`src/rtl/control_sequencer_pkg.sv`:
```
// Shared definitions for the control sequencer: state codes, opcode class
// headers and a small opcode-class helper.
package control_sequencer_pkg;

    // Control state codes consumed by control_decode; 12-14 are unused.
    typedef enum logic [3:0] {
        ST_IF      = 4'd0,
        ST_RF      = 4'd1,
        ST_IMM3    = 4'd2,
        ST_ALU_R3  = 4'd3,
        ST_ALU_RI3 = 4'd4,
        ST_ALU4    = 4'd5,
        ST_BRANCH3 = 4'd6,
        ST_MEMREF3 = 4'd7,
        ST_LOAD4   = 4'd8,
        ST_STORE4  = 4'd9,
        ST_LOAD5   = 4'd10,
        ST_JUMP3   = 4'd11,
        ST_HALT    = 4'd15
    } state_e;

    // Opcode class headers, taken from opcode[5:3].
    localparam logic [2:0] ALU_R_HEADER      = 3'b000;
    localparam logic [2:0] ALU_RI_HEADER     = 3'b001;
    localparam logic [2:0] BRANCH_HEADER     = 3'b010;
    localparam logic [2:0] MEMORY_REF_HEADER = 3'b011;
    localparam logic [2:0] JUMP_HEADER       = 3'b100;
    localparam logic [2:0] IMM_HEADER        = 3'b101;

    // Classes 110 and 111 have no defined instruction and force HALT.
    function automatic logic is_illegal_class(input logic [2:0] cls);
        return (cls[2:1] == 2'b11);
    endfunction

endpackage

```
`src/rtl/control_sequencer_if.sv`:
```
// Bundle of the sequencer's IR/memory inputs and control outputs.
// master = instruction/memory side, slave = the sequencer itself.
interface control_sequencer_if #(
    parameter int COUNT_W = 32
);
    logic [5:0]         opcode;
    logic               mem_ready;
    logic [3:0]         state;
    logic               retire;
    logic               halted;
    logic               illegal_op;
    logic [COUNT_W-1:0] retire_count;

    modport master (
        output opcode, mem_ready,
        input  state, retire, halted, illegal_op, retire_count
    );

    modport slave (
        input  opcode, mem_ready,
        output state, retire, halted, illegal_op, retire_count
    );
endinterface

```
`src/rtl/control_retire_counter.sv`:
```
// Saturating retired-instruction counter; holds at all-ones instead of wrapping.
module control_retire_counter #(
    parameter int COUNT_W = 32
) (
    input  logic               clk,
    input  logic               rst_n,
    input  logic               inc,
    output logic [COUNT_W-1:0] count
);
    logic [COUNT_W-1:0] count_q;
    logic [COUNT_W-1:0] count_d;

    // Next count: step on inc unless already saturated.
    always_comb begin
        count_d = count_q;
        if (inc && (count_q != {COUNT_W{1'b1}})) begin
            count_d = count_q + COUNT_W'(1);
        end
    end

    // Count register, cleared asynchronously.
    always_ff @(posedge clk or negedge rst_n) begin
        if (!rst_n) begin
            count_q <= '0;
        end else begin
            count_q <= count_d;
        end
    end

    assign count = count_q;

endmodule

```
`src/rtl/control_sequencer.sv`:
```
// Multi-cycle control state machine: walks fetch/decode/execute states per
// opcode class, stalls on mem_ready, reports retirement and halts on an
// illegal opcode class until reset.
module control_sequencer
    import control_sequencer_pkg::*;
#(
    parameter int COUNT_W = 32
) (
    input  logic                clk,
    input  logic                rst_n,
    control_sequencer_if.slave  bus
);
    state_e state_q;
    state_e state_d;
    logic   illegal_q;
    logic   illegal_d;
    logic   retire_c;
    logic [COUNT_W-1:0] count_w;

    // Next-state decode and combinational retire strobe.
    always_comb begin
        state_d   = state_q;
        illegal_d = 1'b0;
        retire_c  = 1'b0;
        case (state_q)
            ST_IF: begin
                if (bus.mem_ready) state_d = ST_RF;
            end
            ST_RF: begin
                case (bus.opcode[5:3])
                    ALU_R_HEADER:      state_d = ST_ALU_R3;
                    ALU_RI_HEADER:     state_d = ST_ALU_RI3;
                    BRANCH_HEADER:     state_d = ST_BRANCH3;
                    MEMORY_REF_HEADER: state_d = ST_MEMREF3;
                    JUMP_HEADER:       state_d = ST_JUMP3;
                    IMM_HEADER:        state_d = ST_IMM3;
                    default: begin
                        state_d   = ST_HALT;
                        illegal_d = is_illegal_class(bus.opcode[5:3]);
                    end
                endcase
            end
            ST_ALU_R3, ST_ALU_RI3: begin
                state_d = ST_ALU4;
            end
            ST_ALU4, ST_BRANCH3, ST_JUMP3, ST_IMM3, ST_LOAD5: begin
                state_d  = ST_IF;
                retire_c = 1'b1;
            end
            ST_MEMREF3: begin
                state_d = bus.opcode[2] ? ST_STORE4 : ST_LOAD4;
            end
            ST_LOAD4: begin
                if (bus.mem_ready) state_d = ST_LOAD5;
            end
            ST_STORE4: begin
                if (bus.mem_ready) begin
                    state_d  = ST_IF;
                    retire_c = 1'b1;
                end
            end
            ST_HALT: begin
                state_d = ST_HALT;
            end
            default: begin
                // Unused codes recover to fetch without retiring anything.
                state_d = ST_IF;
            end
        endcase
    end

    // State and illegal-op pulse registers, asynchronously reset to fetch.
    always_ff @(posedge clk or negedge rst_n) begin
        if (!rst_n) begin
            state_q   <= ST_IF;
            illegal_q <= 1'b0;
        end else begin
            state_q   <= state_d;
            illegal_q <= illegal_d;
        end
    end

    control_retire_counter #(
        .COUNT_W (COUNT_W)
    ) u_retire_counter (
        .clk   (clk),
        .rst_n (rst_n),
        .inc   (retire_c),
        .count (count_w)
    );

    assign bus.state        = state_q;
    assign bus.retire       = retire_c;
    assign bus.halted       = (state_q == ST_HALT);
    assign bus.illegal_op   = illegal_q;
    assign bus.retire_count = count_w;

endmodule

```
`src/flat_wrapper.sv`:
```
// flat-port wrapper written by rule: the top's interface ports become plain ports
module control_sequencer_flat import control_sequencer_pkg::*;
#(
    parameter int COUNT_W = 32
)
  (clk, rst_n, bus_opcode, bus_mem_ready, bus_state, bus_retire, bus_halted, bus_illegal_op, bus_retire_count);
  control_sequencer_if #(.COUNT_W(COUNT_W)) bus_i ();
  input  logic clk;
  input  logic rst_n;
  input wire logic [$bits(bus_i.opcode)-1:0] bus_opcode;
  input wire logic [$bits(bus_i.mem_ready)-1:0] bus_mem_ready;
  output wire logic [$bits(bus_i.state)-1:0] bus_state;
  output wire logic [$bits(bus_i.retire)-1:0] bus_retire;
  output wire logic [$bits(bus_i.halted)-1:0] bus_halted;
  output wire logic [$bits(bus_i.illegal_op)-1:0] bus_illegal_op;
  output wire logic [$bits(bus_i.retire_count)-1:0] bus_retire_count;
  assign bus_i.opcode = bus_opcode;
  assign bus_i.mem_ready = bus_mem_ready;
  assign bus_state = bus_i.state;
  assign bus_retire = bus_i.retire;
  assign bus_halted = bus_i.halted;
  assign bus_illegal_op = bus_i.illegal_op;
  assign bus_retire_count = bus_i.retire_count;
  control_sequencer #(.COUNT_W(COUNT_W)) u_core (.clk(clk), .rst_n(rst_n), .bus(bus_i));
endmodule
```
`config.mk`:
```
export PLATFORM = sky130hd
export DESIGN_NAME = control_sequencer_flat
export DESIGN_NICKNAME = d
export VERILOG_FILES = /design/src/rtl/control_sequencer_pkg.sv /design/src/rtl/control_sequencer_if.sv /design/src/rtl/control_retire_counter.sv /design/src/rtl/control_sequencer.sv /design/src/flat_wrapper.sv
export SDC_FILE = /design/constraint.sdc
export NUM_CORES = 1
export LEC_CHECK = 0
export BUFFER_PORTS_ARGS = -buffer_cell sky130_fd_sc_hd__clkbuf_2
export CAP_MARGIN = 20
export CORE_UTILIZATION = 55
export DETAILED_ROUTE_END_ITERATION = 6
export PLACE_DENSITY_LB_ADDON = 0.2
export SYNTH_ARGS = -nofsm -noshare
export SYNTH_HDL_FRONTEND = slang
export SYNTH_SLANG_ARGS = --single-unit
```
`constraint.sdc`:
```
create_clock -name clk -period 3.8 [get_ports clk]
set_clock_uncertainty 0.2 [all_clocks]
set_input_delay 0.38 -clock clk [delete_from_list [all_inputs] [get_ports clk]]
set_output_delay 0.38 -clock clk [all_outputs]
set_load 0.02 [all_outputs]
```
== Word-level counts from Yosys, hierarchy flattened ==
Index checks and enable logic that the tools add are counted.
Cells by class
  $add $sub $neg: 1
  equality and inequality tests: 22
  mux-type cells: 10
  reductions and logical operators: 7
Operators with widths (count)
  $add A32 B1 Y32 const B: 1
  $ne A32 B32 Y1 const B: 1
  $pmux W4 S7: 1
  $pmux W4 S6: 1
  $eq A4 B4 Y1 const B: 5
  $eq A4 B3 Y1 const B: 4
  $mux W4: 3
  $eq A4 B2 Y1 const B: 2
  $eq A3 B2 Y1 const B: 2
  $eq A3 B3 Y1 const B: 2
  $ne A2 B2 Y1 const B: 3
  $reduce_or A6 Y1: 1
  $reduce_or A5 Y1: 1
  $eq A4 B1 Y1 const B: 1
  $logic_not A4 Y1: 1
  $mux W1: 4
  $eq A3 B1 Y1 const B: 1
  $logic_not A3 Y1: 1
  $reduce_and A3 Y1: 1
  $eq A2 B2 Y1 const B: 1
  $pmux W1 S2: 1
  $reduce_or A2 Y1: 1
  $logic_and A1 B1 Y1: 1
Word-level totals
  flip-flop bits (word level): 37
  output and inout bits: 39
  word-level logic and storage cells: 43

== Longest topological paths before layout ==
Gate-level depths: netlist (run 1).
  word-level depth: 4
  depth in mapped cells: 7
  mapped depth without buffers: 7

== Hierarchy ==
Synthesis (run 1) repeated with hierarchy kept, for this count alone.
Unflattened totals
  cells, all modules: 200
  area total of the unflattened synthesis: 2025.7 um^2
By module, submodules not included
  control_retire_counter: instances 1, cells an instance 151, area an instance 1624.1 um^2, seq. area each 800.8 um^2
  control_sequencer: instances 1, cells an instance 49, area an instance 401.6 um^2, seq. area each 125.1 um^2

== Worst setup path before layout (run 1) ==
No wires, ideal clock.
  path kind: register to register
  start point: register u_core.state_q[3] (netlist: u_core.bus.state[3])
  end point: register u_core.u_retire_counter.count_q[25] (netlist: u_core.u_retire_counter.count[25])
  library setup time: 80 ps
  data arrival time: 2189 ps
  required time: 3520 ps
  slack: 1332 ps
  cell stages (with the launch flop): 8
  path buffers: 2
  period minus slack after synthesis: 2468 ps
  cells stage by stage: dfrtp_1 buf_6 mux2_4 o211a_4 or4_4 buf_6 nor4b_4 xor2_1
Between the ends
  longest elaborated chain between the ends: 4
  elaborated cells on any way between the ends: 9
  classes of those cells: eq/ne: 6; mux: 1; reduce/logical: 2
Ends and longest elaborated chain
  start, declared: RTL line control_sequencer.sv:13  | state_e state_q;
  start signal, assigned: RTL line control_sequencer.sv:78  | state_q <= state_d;
  $eq A4 B3 Y1, or another cell as far along: RTL line control_sequencer.sv:25  | case (state_q)
  $reduce_or A5 Y1: RTL line control_sequencer.sv:25
  $pmux W1 S2 *: RTL line control_sequencer.sv:25
  $logic_and A1 B1 Y1 *: RTL line control_retire_counter.sv:16  | if (inc && (count_q != {COUNT_W{1'b1}})) begin
  end signal, assigned: RTL line control_retire_counter.sv:26  | count_q <= count_d;
  end, declared: RTL line control_retire_counter.sv:10  | logic [COUNT_W-1:0] count_q;
Mark *: on every way between the ends. The rest lies on a longest branch, timed or not.
A chain may end at the register's enable or synchronous reset.

== Final worst setup path (run 1) ==
  start point: register u_core.u_retire_counter.count_q[22] (netlist: u_core.u_retire_counter.count[22])
  end point: register u_core.u_retire_counter.count_q[27] (netlist: u_core.u_retire_counter.count[27])
Between the ends
  longest elaborated chain between the ends: 2
  elaborated cells on any way between the ends: 3
  classes of those cells: add/sub: 1; eq/ne: 1; reduce/logical: 1
Ends and longest elaborated chain
  parallel branches: the longest is 2 deep, another holds $add A32 B1 Y32
Several ways; the timed one is not identified.

==> implementation parameters, run 1 <==
Parameter                              Value

Critical path
  Max Fanout on Critical Path    12
  End point of the critical path    u_core.u_retire_counter.count[27]
  Critical path launch point    u_core.u_retire_counter.count[22]
  Crit Reg-Reg Startpoint    u_core.u_retire_counter.count[22]
  Type of the setup path with the least slack    register to register
  RR Endpoint    u_core.u_retire_counter.count[27]
  Worst R2R Path Depth    5
  Required time at the endpoint of the critical path    3830 ps
  Startpoint class of the critical path    register
  Capturing element type of the critical path    register
  Reg-to-reg setup timing slack    1190 ps
  Arrival time at the worst endpoint    2630 ps

Synth
  Area of the mapped netlist    2010 um2
  Cell variety after synth    39
  Post-Syn Nets    215
  Number of flip-flops and latches in the synthesized netlist    37
  Portion of the post-synthesis area used by sequential elements    46.0%
  Yosys warns    0
  Gate count of the mapped netlist    203
  Syn avg cell area    9.92 um2

Power and ir drop
  Combinational share of power    34.0%
  Clock Power Share    18.4%
  Static leakage    0.974 nW
  Internal    0.700 mW
  Tot Pwr    1.16 mW
  Sequential cell fraction of total power    47.6%
  Switching power summed over all nets    0.458 mW
  VDD IR-drop max    0.000368 V
  Switching fraction of total power    39.6%
  Power per cell area    498 nW/um2

Global route
  Antenna violations before repair    0
  Maximum number of pins on one net before global-route repair    38
  Wire length of the first global-routing pass    7.05 mm
  Overall Global Routing Usage    22.8%
  Number of global-route vias before repair    1535
  GRT overflow    0

Job
  Maximum Capacitance Violations    0

Place
  Placer Congestion    0.827
  Instance area after placement    2260 um2
  Port Buffer Count    45
  HPWL reported at the end of detailed placement    2.74 mm

Timing
  Max-slew headroom at the worst pin    41.7%
  # setup viols final    0
  Sum Neg Setup Slack    0 ps
  Final count of hold timing violations    0
  Max Freq    383 MHz
  Final critical-path required period    2610 ps
  Final Max Slew Viols    0
  Period utilisation layout    68.6%
  Setup repair after global routing missed its margin    no
  Slew at the pin with the worst max-slew slack    874 ps

Floorplanning
  Starting utilization of the core area    58.9%
  Count of standard-cell rows    21
  Die Y    62.5 um
  Overall die area    3910 um2
  Horizontal die dimension    62.5 um
  Area of the core region    3420 um2
  Number of I/O pins    48

Hold path
  Min-delay worst type    primary input to register
  Number of cells traversed by the worst hold path    3
  Hold wc startpoint    bus_mem_ready

Clock tree
  Cts bufs inserted    5
  CTS H-Tree Depth    2
  TritonCTS Sinks    37
  Clock transition at path regs    110 ps
  Number of buffers between clock root and the deepest sink    2
  Clock latency on the worst-skew pair    350 ps
  CTS root buffer    sky130_fd_sc_hd__clkbuf_4
  Post-CTS sizing    0
  CTS tree    built

Routing
  Detail-routed via count per cell    5.55
  DRT iter0 DRCs    172
  Post-DR wirelength/cell    13.1 um
  Total DRC errors in the routed layout    0
  Detailed-router iteration count before antenna repair    4
  Detail Route Antenna Nets    0
  Final Routed Wirelength    3.87 mm
  Count of vias placed by the detailed router    1642

Layout
  Final design instance area without fill    2330 um2
  FF+latch area    926 um2
  Synthesis-to-finish area growth    15.5%
  Count of antenna diodes in the layout    0
  Share of post-route cells with drive strength above 1    25.2%
  Final-stage net count    262
  FILL cells    290
  Combined area of the multi-input logic cells    1010 um2

Run status
  Result of the run    finished, final reports clean
==> cell families after synthesis <==
family	Yosys count	share of synthesized area, %
AND/OR/NAND/NOR	97	27.8
XOR/XNOR	27	11.7
multiplexers	4	2.42
AO/OA/AOI/OAI	19	6.34
adder cells (fa/ha/maj)	3	1.86
flip-flops	37	46.0
buffers and inverters	16	3.79
==> routing by layer <==
metal / share of wire, % / track usage, % / vias up
met5: 0 / 0 / -
met4: 0.80 / 6.10 / 0
met3: 5.8 / 6.20 / 4
met2: 45 / 35.2 / 41
met1: 49 / 31.6 / 783
li1: - / - / 814
==> stage by stage <==
| stage | setup slack, ps | cells | hold slack, ps | utilization (%) |
|---|---|---|---|---|
| 4_1_cts | 1170 | 296 | 105 | 68.1 |
| 5_1_grt | 944 | 296 | 155 | 68.1 |
| 3_5_place_dp | 1200 | 288 | 290 | 66.2 |
| 6_report | 1190 | 296 | 112 | 68.1 |
| 3_3_place_gp | 1190 | 288 | 281 | 66.2 |
| 2_1_floorplan | 1330 | 203 | -116 | - |
==> worst max-delay path: stages, from the launching register on <==
cell,delay (ps)
sky130_fd_sc_hd__dfrtp_1,450
sky130_fd_sc_hd__nand4_1,240
sky130_fd_sc_hd__nor3_1,580
sky130_fd_sc_hd__and3_1,690
sky130_fd_sc_hd__nor3_1,160
sky130_fd_sc_hd__xor2_1,170
==> sequential cells by signal, summed over array words and instances (netlist names) <==
| name | flops |
|---|---|
| u_core.bus.state | 4 |
| u_core.u_retire_counter.count | 32 |
| u_core.bus.illegal_op | 1 |
==> cells in the mapped netlist, drive strengths merged <==
master,instances,area [um2]
a211oi,1,7.51
a21oi,6,30.0
a22o,1,8.76
a31oi,3,18.8
and3,2,12.5
buf,3,27.5
clkbuf,4,15.0
dfrtp,37,926
ha,3,37.5
inv,9,33.8
mux2,4,48.8
nand2,14,52.6
nand2b,4,25.0
nand3,18,90.1
nand4,13,81.3
nand4b,1,8.76
nand4bb,1,11.3
nor2,17,63.8
nor2b,1,6.26
nor3,14,70.1
nor3b,2,20.0
nor4,4,55.1
nor4b,1,23.8
o211a,1,17.5
o211ai,1,7.51
o21a,1,7.51
o21ai,3,15.0
o22ai,1,6.26
o41ai,1,8.76
or2,1,6.26
or3,2,12.5
or4,1,11.3
or4b,1,10.0
xnor2,13,114
xor2,14,123
==> worst min-delay path by stage <==
| stage | end | slack, ps |
|---|---|---|
| 2_1_floorplan | u_core.bus.illegal_op | -120 |
| 4_1_cts | u_core.bus.state[1] | 110 |
| 3_3_place_gp | u_core.u_retire_counter.count[21] | 280 |
| 5_1_grt | u_core.bus.state[1] | 150 |
| 6_report | u_core.bus.state[1] | 110 |
| 3_5_place_dp | u_core.u_retire_counter.count[25] | 290 |
==> area by class of cell <==
type	instances	share of cell area, %
multi-input combinational	150	43.5
sequential	37	39.8
timing repair buffer	47	10.4
tap	46	2.47
clock buffer	7	2.37
inverter	9	1.45
==> placed cells by master, fill, tap and decap left out, types with 2 or more instances in the layout <==
master,instances
sky130_fd_sc_hd__or3_1,2
sky130_fd_sc_hd__o21ai_0,3
sky130_fd_sc_hd__nand3_1,18
sky130_fd_sc_hd__nor4_1,2
sky130_fd_sc_hd__inv_1,9
sky130_fd_sc_hd__a21oi_1,6
sky130_fd_sc_hd__nor3_1,14
sky130_fd_sc_hd__dfrtp_1,37
sky130_fd_sc_hd__clkbuf_2,45
sky130_fd_sc_hd__ha_1,3
sky130_fd_sc_hd__nor2_1,17
sky130_fd_sc_hd__a31oi_1,3
sky130_fd_sc_hd__mux2_2,3
sky130_fd_sc_hd__nand2b_1,4
sky130_fd_sc_hd__xor2_1,14
sky130_fd_sc_hd__clkbuf_4,5
sky130_fd_sc_hd__and3_1,2
sky130_fd_sc_hd__nand4_1,13
sky130_fd_sc_hd__xnor2_1,13
sky130_fd_sc_hd__nand2_1,14
sky130_fd_sc_hd__nor4_4,2
==> what timing repair did <==
action                                 in CTS  in global routing
endpoints found under the hold margin      37                  0
hold buffers                                1                  0
setup buffers                               0                  0
==> power groups by stage <==
stage	combinational, mW	clock, mW	sequential (mW)
floorplan	0.278	0	0.571
detailed placement	0.395	0	0.559
global placement	0.388	0	0.558
finish	0.394	0.213	0.552
global route	0.436	0.236	0.566
CTS	0.398	0.219	0.551
(Power assumes the default switching activity.)
==> inputs of run 2 (changes only) <==
--- a/config.mk
+++ b/config.mk
@@ -7,7 +7,7 @@
 export LEC_CHECK = 0
 export BUFFER_PORTS_ARGS = -buffer_cell sky130_fd_sc_hd__clkbuf_2
 export CAP_MARGIN = 20
-export CORE_UTILIZATION = 55
+export CORE_UTILIZATION = 48
 export DETAILED_ROUTE_END_ITERATION = 6
 export PLACE_DENSITY_LB_ADDON = 0.2
 export SYNTH_ARGS = -nofsm -noshare
==> constraint.sdc (replaced) <==
create_clock -name clk -period 2.3 [get_ports clk]
set_clock_uncertainty 0.2 [all_clocks]
set_input_delay 0.23 -clock clk [delete_from_list [all_inputs] [get_ports clk]]
set_output_delay 0.23 -clock clk [all_outputs]
set_load 0.02 [all_outputs]
==> run 2 against run 1 <==
Net effect: total power up 99%; core utilization down 3.4 points; combinational power up 130%; global-route usage down 1.4 points; sequential share of layout area down 3.9 points; setup slack worse by 1100 ps; count of clock-buffer cells in the layout unchanged; critical endpoint is now u_core.u_retire_counter.count[19]; cell area up 11%; maximum frequency up 16%.
==> implementation parameters, run 2 (same netlist as run 1, synthesis figures left out) <==
Parameter                              Value

Run status
  Result of the run    finished, final reports clean

Global route
  Antenna violations before repair    0 (unchanged)
  Overall Global Routing Usage    21.4% (-1.4 points)
  Wire length of the first global-routing pass    7.09 mm (+0.60%)
  Number of global-route vias before repair    1534 (-0.065%)
  GRT overflow    0 (unchanged)
  Maximum number of pins on one net before global-route repair    15 (-61%)

Clock tree
  Cts bufs inserted    5 (unchanged)
  CTS tree    built
  CTS H-Tree Depth    2 (unchanged)
  Clock latency on the worst-skew pair    290 ps (-60 ps)
  TritonCTS Sinks    37 (unchanged)
  CTS root buffer    sky130_fd_sc_hd__clkbuf_8
  Number of buffers between clock root and the deepest sink    2 (unchanged)
  Clock transition at path regs    70 ps (-40 ps)

Routing
  Final Routed Wirelength    4.35 mm (+12%)
  Detailed-router iteration count before antenna repair    5 (+1)
  Total DRC errors in the routed layout    0 (unchanged)
  Count of vias placed by the detailed router    1724 (+5.0%)
  Detail-routed via count per cell    5.35 (-3.5%)
  Detail Route Antenna Nets    0 (unchanged)
  DRT iter0 DRCs    104 (-40%)
  Post-DR wirelength/cell    13.5 um (+3.4%)

Critical path
  Ordered list of cells on the worst path    mux2_4, o211a_4, or4_4, nor4_4, xor2_1
  Capturing element type of the critical path    register
  Required time at the endpoint of the critical path    2310 ps (-1520 ps)
  Critical path's largest stage delay    560 ps (-130 ps)
  Critical path launch point    u_core.bus.state[3]
  Startpoint class of the critical path    register
  Crit Reg-Reg Startpoint    u_core.bus.state[3]
  Type of the setup path with the least slack    register to register
  Reg-to-reg setup timing slack    50 ps (-1140 ps)
  Max Fanout on Critical Path    10 (-2)
  Max stage delay cell, worst path    sky130_fd_sc_hd__or4_4
  RR Endpoint    u_core.u_retire_counter.count[19]
  Worst R2R Path Depth    5 (unchanged)
  Arrival time at the worst endpoint    2260 ps (-370 ps)

Layout
  Share of post-route cells with drive strength above 1    34.6% (+9.4 points)
  FILL cells    350 (+21%)
  Final-stage net count    283 (+8.0%)
  Synthesis-to-finish area growth    28.6%
  Combined area of the multi-input logic cells    1050 um2 (+3.5%)
  Commonest cells after routing, fill and taps aside    sky130_fd_sc_hd__clkbuf_2, sky130_fd_sc_hd__dfrtp_1, sky130_fd_sc_hd__buf_4
  Leading cell type in the layout, fill and taps excluded    sky130_fd_sc_hd__clkbuf_2
  FF+latch area    930 um2 (+0.41%)
  Flip-flop count of the largest register after layout    32 (unchanged)
  Count of antenna diodes in the layout    0 (unchanged)
  Final instance count without filler cells    322 (+8.8%)

Power and ir drop
  Power per cell area    889 nW/um2 (+78%)
  Tot Pwr    2.30 mW (+99%)
  Clock Power Share    25.1% (+6.7 points)
  Switching fraction of total power    35.5% (-4.0 points)
  Static leakage    1.12 nW (+15%)
  Combinational share of power    39.8% (+5.8 points)
  VDD IR-drop max    0.000784 V (+110%)
  Internal    1.48 mW (+110%)
  Switching power summed over all nets    0.818 mW (+78%)
  Sequential cell fraction of total power    35.2% (-12 points)

Place
  Total placed cells including tap cells    313 (+8.7%)
  Port Buffer Count    45 (unchanged)
  HPWL reported at the end of detailed placement    3.12 mm (+14%)
  Placer Congestion    0.817 (-1.2%)

Timing
  Final critical-path required period    2250 ps (-360 ps)
  Period utilisation layout    97.7% (+29 points)
  Setup repair after global routing missed its margin    yes
  Final Max Slew Viols    0 (unchanged)
  Max Freq    445 MHz (+16%)
  Max-slew headroom at the worst pin    77.0% (+35 points)
  Final count of hold timing violations    0 (unchanged)
  Slew at the pin with the worst max-slew slack    345 ps (-529 ps)
  # setup viols final    0 (unchanged)

Hold path
  Number of cells traversed by the worst hold path    3 (unchanged)
  WHS Endpoint    u_core.bus.state[1]
  Min-delay worst type    primary input to register
  Hold wc startpoint    bus_mem_ready

Job
  Maximum Capacitance Violations    0 (unchanged)

Floorplanning
  Overall die area    4460 um2 (+14%)
  Count of standard-cell rows    23 (+9.5%)
  Area of the core region    4000 um2 (+17%)
  Number of I/O pins    48 (unchanged)
  Horizontal die dimension    66.8 um (+6.8%)
  Die Y    66.8 um (+6.8%)
  Starting utilization of the core area    50.3% (-8.6 points)
[run 2: through the flow]
| step | hold WS [ps] | utilization [%] | TNS (ps) | area [um2] | setup WS [ps] |
|---|---|---|---|---|---|
| global placement | -60.2 | 60.8 | 0 | 2430 | 47.6 |
| finish | 28.3 | 64.7 | 0 | 2590 | 51.8 |
| detailed placement | -51.2 | 60.8 | 0 | 2430 | 21.8 |
| CTS | 16.5 | 64.1 | 0 | 2560 | 22.6 |
| floorplan | -266 | - | -406 | 2030 | -56.2 |
| global route | 27.9 | 64.7 | -43.9 | 2590 | -22.2 |
[run 2: how the worst max path moves through the flow]
stage / end / slack, ps / cells after the start
2_1_floorplan: u_core.u_retire_counter.count[25] / -60 / 7
3_3_place_gp: u_core.u_retire_counter.count[31] / 50 / 5
3_5_place_dp: u_core.u_retire_counter.count[31] / 20 / 5
4_1_cts: u_core.u_retire_counter.count[15] / 20 / 5
5_1_grt: u_core.u_retire_counter.count[31] / -20 / 5
6_report: u_core.u_retire_counter.count[19] / 50 / 5
[run 2: power groups by stage]
| stage | Clock [mW] | Combinational [mW] | Sequential (mW) |
|---|---|---|---|
| floorplan | 0 | 0.458 | 0.949 |
| global placement | 0 | 0.898 | 0.817 |
| detailed placement | 0 | 0.906 | 0.821 |
| CTS | 0.599 | 0.913 | 0.810 |
| global route | 0.620 | 0.995 | 0.822 |
| finish | 0.577 | 0.915 | 0.809 |
[run 2: layout make-up]
cell class,count,area share [%]
Clock inverter,1,1.16
Timing Repair Buffer,68,15.5
Multi-Input combinational cell,150,40.4
Inverter,9,1.30
Clock buffer,7,3.33
Sequential cell,37,35.9
Tap cell,50,2.42
[run 2: metal layers]
metal  GRT usage [%]  part of all wire (%)  vias up
met5               0                     0        -
met4            7.18                  0.71        0
met3            5.14                   4.0        4
met2            32.4                    47       40
met1            29.7                    48      828
li1                -                     -      852
[run 2: worst max-delay path, delay by kind of cell (launching register included)]
family / cells / cell delay [ps]
AOI/OAI and AO/OA: 1 / 290
xor gates and xnor gates: 1 / 160
DFF: 1 / 410
muxes: 1 / 300
and+or+nand+nor: 2 / 820
[run 2: repair_timing]
action | CTS | global route
endpoints found under the setup margin | 1 | 7
gates cloned | 0 | 0
gates resized for setup | 1 | 5
pin swaps | 0 | 0
hold buffers | 1 | 0
setup buffers | 0 | 0
endpoints found under the hold margin | 36 | 0
==> inputs of run 3 (changes only) <==
--- a/config.mk
+++ b/config.mk
@@ -9,7 +9,7 @@
 export CAP_MARGIN = 20
 export CORE_UTILIZATION = 48
 export DETAILED_ROUTE_END_ITERATION = 6
-export PLACE_DENSITY_LB_ADDON = 0.2
+export PLACE_DENSITY = 0.79
 export SYNTH_ARGS = -nofsm -noshare
 export SYNTH_HDL_FRONTEND = slang
 export SYNTH_SLANG_ARGS = --single-unit
==> run 3 against run 2 <==
Net effect: the run now ends with DRC left; total power shrank 2.1%; hold slack lost 6.7 ps; first-iteration DRC count grew 47%; flip-flop and latch count is the same; core utilization shrank 0.94 points; cell area shrank 1.4%; maximum frequency shrank 0.67%; largest cell class unchanged; count of clock-buffer cells in the layout is the same; combinational power grew 4.8%.
==> implementation parameters, run 3 (same netlist as run 1, synthesis figures left out) <==
Parameter                              Value

Global route
  GRT overflow    0 (unchanged)
  Maximum number of pins on one net before global-route repair    38 (+23)
  Routing layer with the top usage in global route    met2
  Global-route track usage on met2    34.0% (+1.5 points)
  Overall Global Routing Usage    21.0% (-0.37 points)
  Met1 usage in global routing    26.7% (-3.0 points)
  Antenna violations before repair    0 (unchanged)
  Wire length of the first global-routing pass    6.98 mm (-1.6%)
  Number of global-route vias before repair    1523 (-0.72%)
  Routing usage on met3    4.97% (-0.17 points)

Place
  Port Buffer Count    45 (unchanged)
  HPWL reported at the end of detailed placement    3.10 mm (-0.66%)
  Placer Congestion    0.856 (+4.8%)

Routing
  Total DRC errors in the routed layout    2 (+2)
  Detail Route Antenna Nets    0 (unchanged)
  Count of vias placed by the detailed router    1750 (+1.5%)
  DRT iter0 DRCs    153 (+47%)
  Detailed-router iteration count before antenna repair    6 (+1)
  Post-DR wirelength/cell    13.8 um (+2.1%)
  Final Routed Wirelength    4.43 mm (+1.7%)
  Detail-routed via count per cell    5.45 (+1.8%)

Critical path
  Max Fanout on Critical Path    8 (-2)
  Reg-to-reg setup timing slack    40 ps (-20 ps)
  Top delay family on crit path    simple AND/OR/NAND/NOR gates
  Startpoint class of the critical path    register
  Critical path launch point    u_core.bus.state[3]
  Number of buffers and inverters on the critical path    0 (unchanged)
  Required time at the endpoint of the critical path    2310 ps (about the same)
  Crit Reg-Reg Startpoint    u_core.bus.state[3]
  Type of the setup path with the least slack    register to register
  Capturing element type of the critical path    register
  Arrival time at the worst endpoint    2280 ps (+20 ps)
  Max stage delay cell, worst path    sky130_fd_sc_hd__or4_4
  Critical path's largest stage delay    560 ps (about the same)
  Ordered list of cells on the worst path    mux2_4, o211a_4, or4_4, nor3b_4, xor2_1

Timing
  Setup repair after global routing missed its margin    yes
  Final count of hold timing violations    0 (unchanged)
  Sum Neg Setup Slack    0 ps (unchanged)
  Final Max Slew Viols    0 (unchanged)
  Max-slew headroom at the worst pin    69.9% (-7.1 points)
  Max Freq    442 MHz (-0.67%)
  Slew at the pin with the worst max-slew slack    447 ps (+102 ps)
  Period utilisation layout    98.4% (+0.66 points)
  Final critical-path required period    2260 ps (+15.1 ps)
  # setup viols final    0 (unchanged)

Clock tree
  Clock transition at path regs    80 ps (about the same)
  Cts bufs inserted    5 (unchanged)
  Number of buffers between clock root and the deepest sink    2 (unchanged)
  TritonCTS Sinks    37 (unchanged)
  CTS root buffer    sky130_fd_sc_hd__clkbuf_8
  Clock latency on the worst-skew pair    290 ps (about the same)
  CTS H-Tree Depth    2 (unchanged)
  CTS tree    built

Layout
  Commonest cells after routing, fill and taps aside    sky130_fd_sc_hd__clkbuf_2, sky130_fd_sc_hd__dfrtp_1, sky130_fd_sc_hd__buf_4
  Final-stage net count    282 (-0.35%)
  Synthesis-to-finish area growth    26.7%
  Share of post-route cells with drive strength above 1    33.2% (-1.3 points)
  Count of antenna diodes in the layout    0 (unchanged)
  Combined area of the multi-input logic cells    1040 um2 (-0.72%)
  FF+latch area    930 um2 (unchanged)
  FILL cells    352 (+0.57%)
  Leading cell type in the layout, fill and taps excluded    sky130_fd_sc_hd__clkbuf_2
  Flip-flop count of the largest register after layout    32 (unchanged)

Floorplanning
  Overall die area    4460 um2 (unchanged)
  Horizontal die dimension    66.8 um (unchanged)
  Die Y    66.8 um (unchanged)
  Count of standard-cell rows    23 (unchanged)
  Starting utilization of the core area    50.3% (unchanged)
  Area of the core region    4000 um2 (unchanged)
  Number of I/O pins    48 (unchanged)

Power and ir drop
  Static leakage    1.09 nW (-2.7%)
  Tot Pwr    2.25 mW (-2.1%)
  VDD IR-drop max    0.000533 V (-32%)
  Power per cell area    883 nW/um2 (-0.62%)

Job
  Maximum Capacitance Violations    0 (unchanged)

Run status
  Violated checks    DRC
  Result of the run    complete, but fails checks

Hold path
  Min-delay worst type    primary input to register
  Hold wc startpoint    bus_mem_ready
==> run 3: cell types whose count changed in the layout (fill, tap and decap cells not counted), sizes merged <==
cell | previous run | this run
bufinv | 1 | 0
or4 | 1 | 2
clkinv | 0 | 1
buf | 22 | 20
==> run 3: worst register-to-register path, delay by kind of cell (launching register included) <==
kind | cells | cell delay [ps]
AO/OA/AOI/OAI | 1 | 270
XOR/XNOR | 1 | 190
flip-flops | 1 | 420
multiplexers | 1 | 300
AND/OR/NAND/NOR | 2 | 820
==> run 3: final cells by class <==
cell class	instances	area share [%]
multi-input cells	151	40.7
flip-flops and latches	37	36.4
repair buffers	66	15.1
clock buffers	7	3.78
well taps	50	2.45
inverters	9	1.32
clock inverters	1	0.196
==> run 3: metrics by stage <==
stage                     utilization (%)  hold slack, ps  std cells  setup WS (ps)  area, um2
after floorplan                         -            -266        203          -56.2       2030
after global placement               60.2            97.1        310            106       2410
after detailed placement             60.2            99.6        310           60.8       2410
after CTS                            63.0            18.0        319          -5.72       2520
after global routing                 63.8            41.4        321          -55.0       2550
final                                63.8            21.6        321           36.7       2550
==> run 3: worst paths after layout <==
path | endpoint | depth (start not counted)
min in group asynchronous | u_core.u_retire_counter.count[30] | 3
setup / recovery | u_core.u_retire_counter.count[13] | 5
max in group asynchronous | u_core.u_retire_counter.count[0] | 3
setup reg to reg | u_core.u_retire_counter.count[13] | 5
hold / removal | u_core.bus.state[1] | 3
hold reg to reg | u_core.u_retire_counter.count[20] | 1
==> run 3: timing repair <==
item,in CTS,in global routing
setup buffers,0,1
cloned,0,1
endpoints found under the hold margin,37,0
hold buffers,1,0
resized for setup,0,3
endpoints found under the setup margin,1,7
pin swaps,0,8
==> run 3: layer usage <==
| layer | wire [um] | part of all wire, % | vias to the layer above |
|---|---|---|---|
| li1 | - | - | 854 |
| met1 | 1890 | 43 | 838 |
| met2 | 2250 | 51 | 51 |
| met3 | 211 | 4.8 | 7 |
| met4 | 70 | 1.6 | 0 |
| met5 | 0 | 0 | - |
==> run 3: where the power goes <==
group          internal (mW)  leakage [nW]  switching [mW]
sequential             0.744         0.446          0.0532
clock                  0.271        0.0542           0.226
combinational          0.410         0.589           0.549
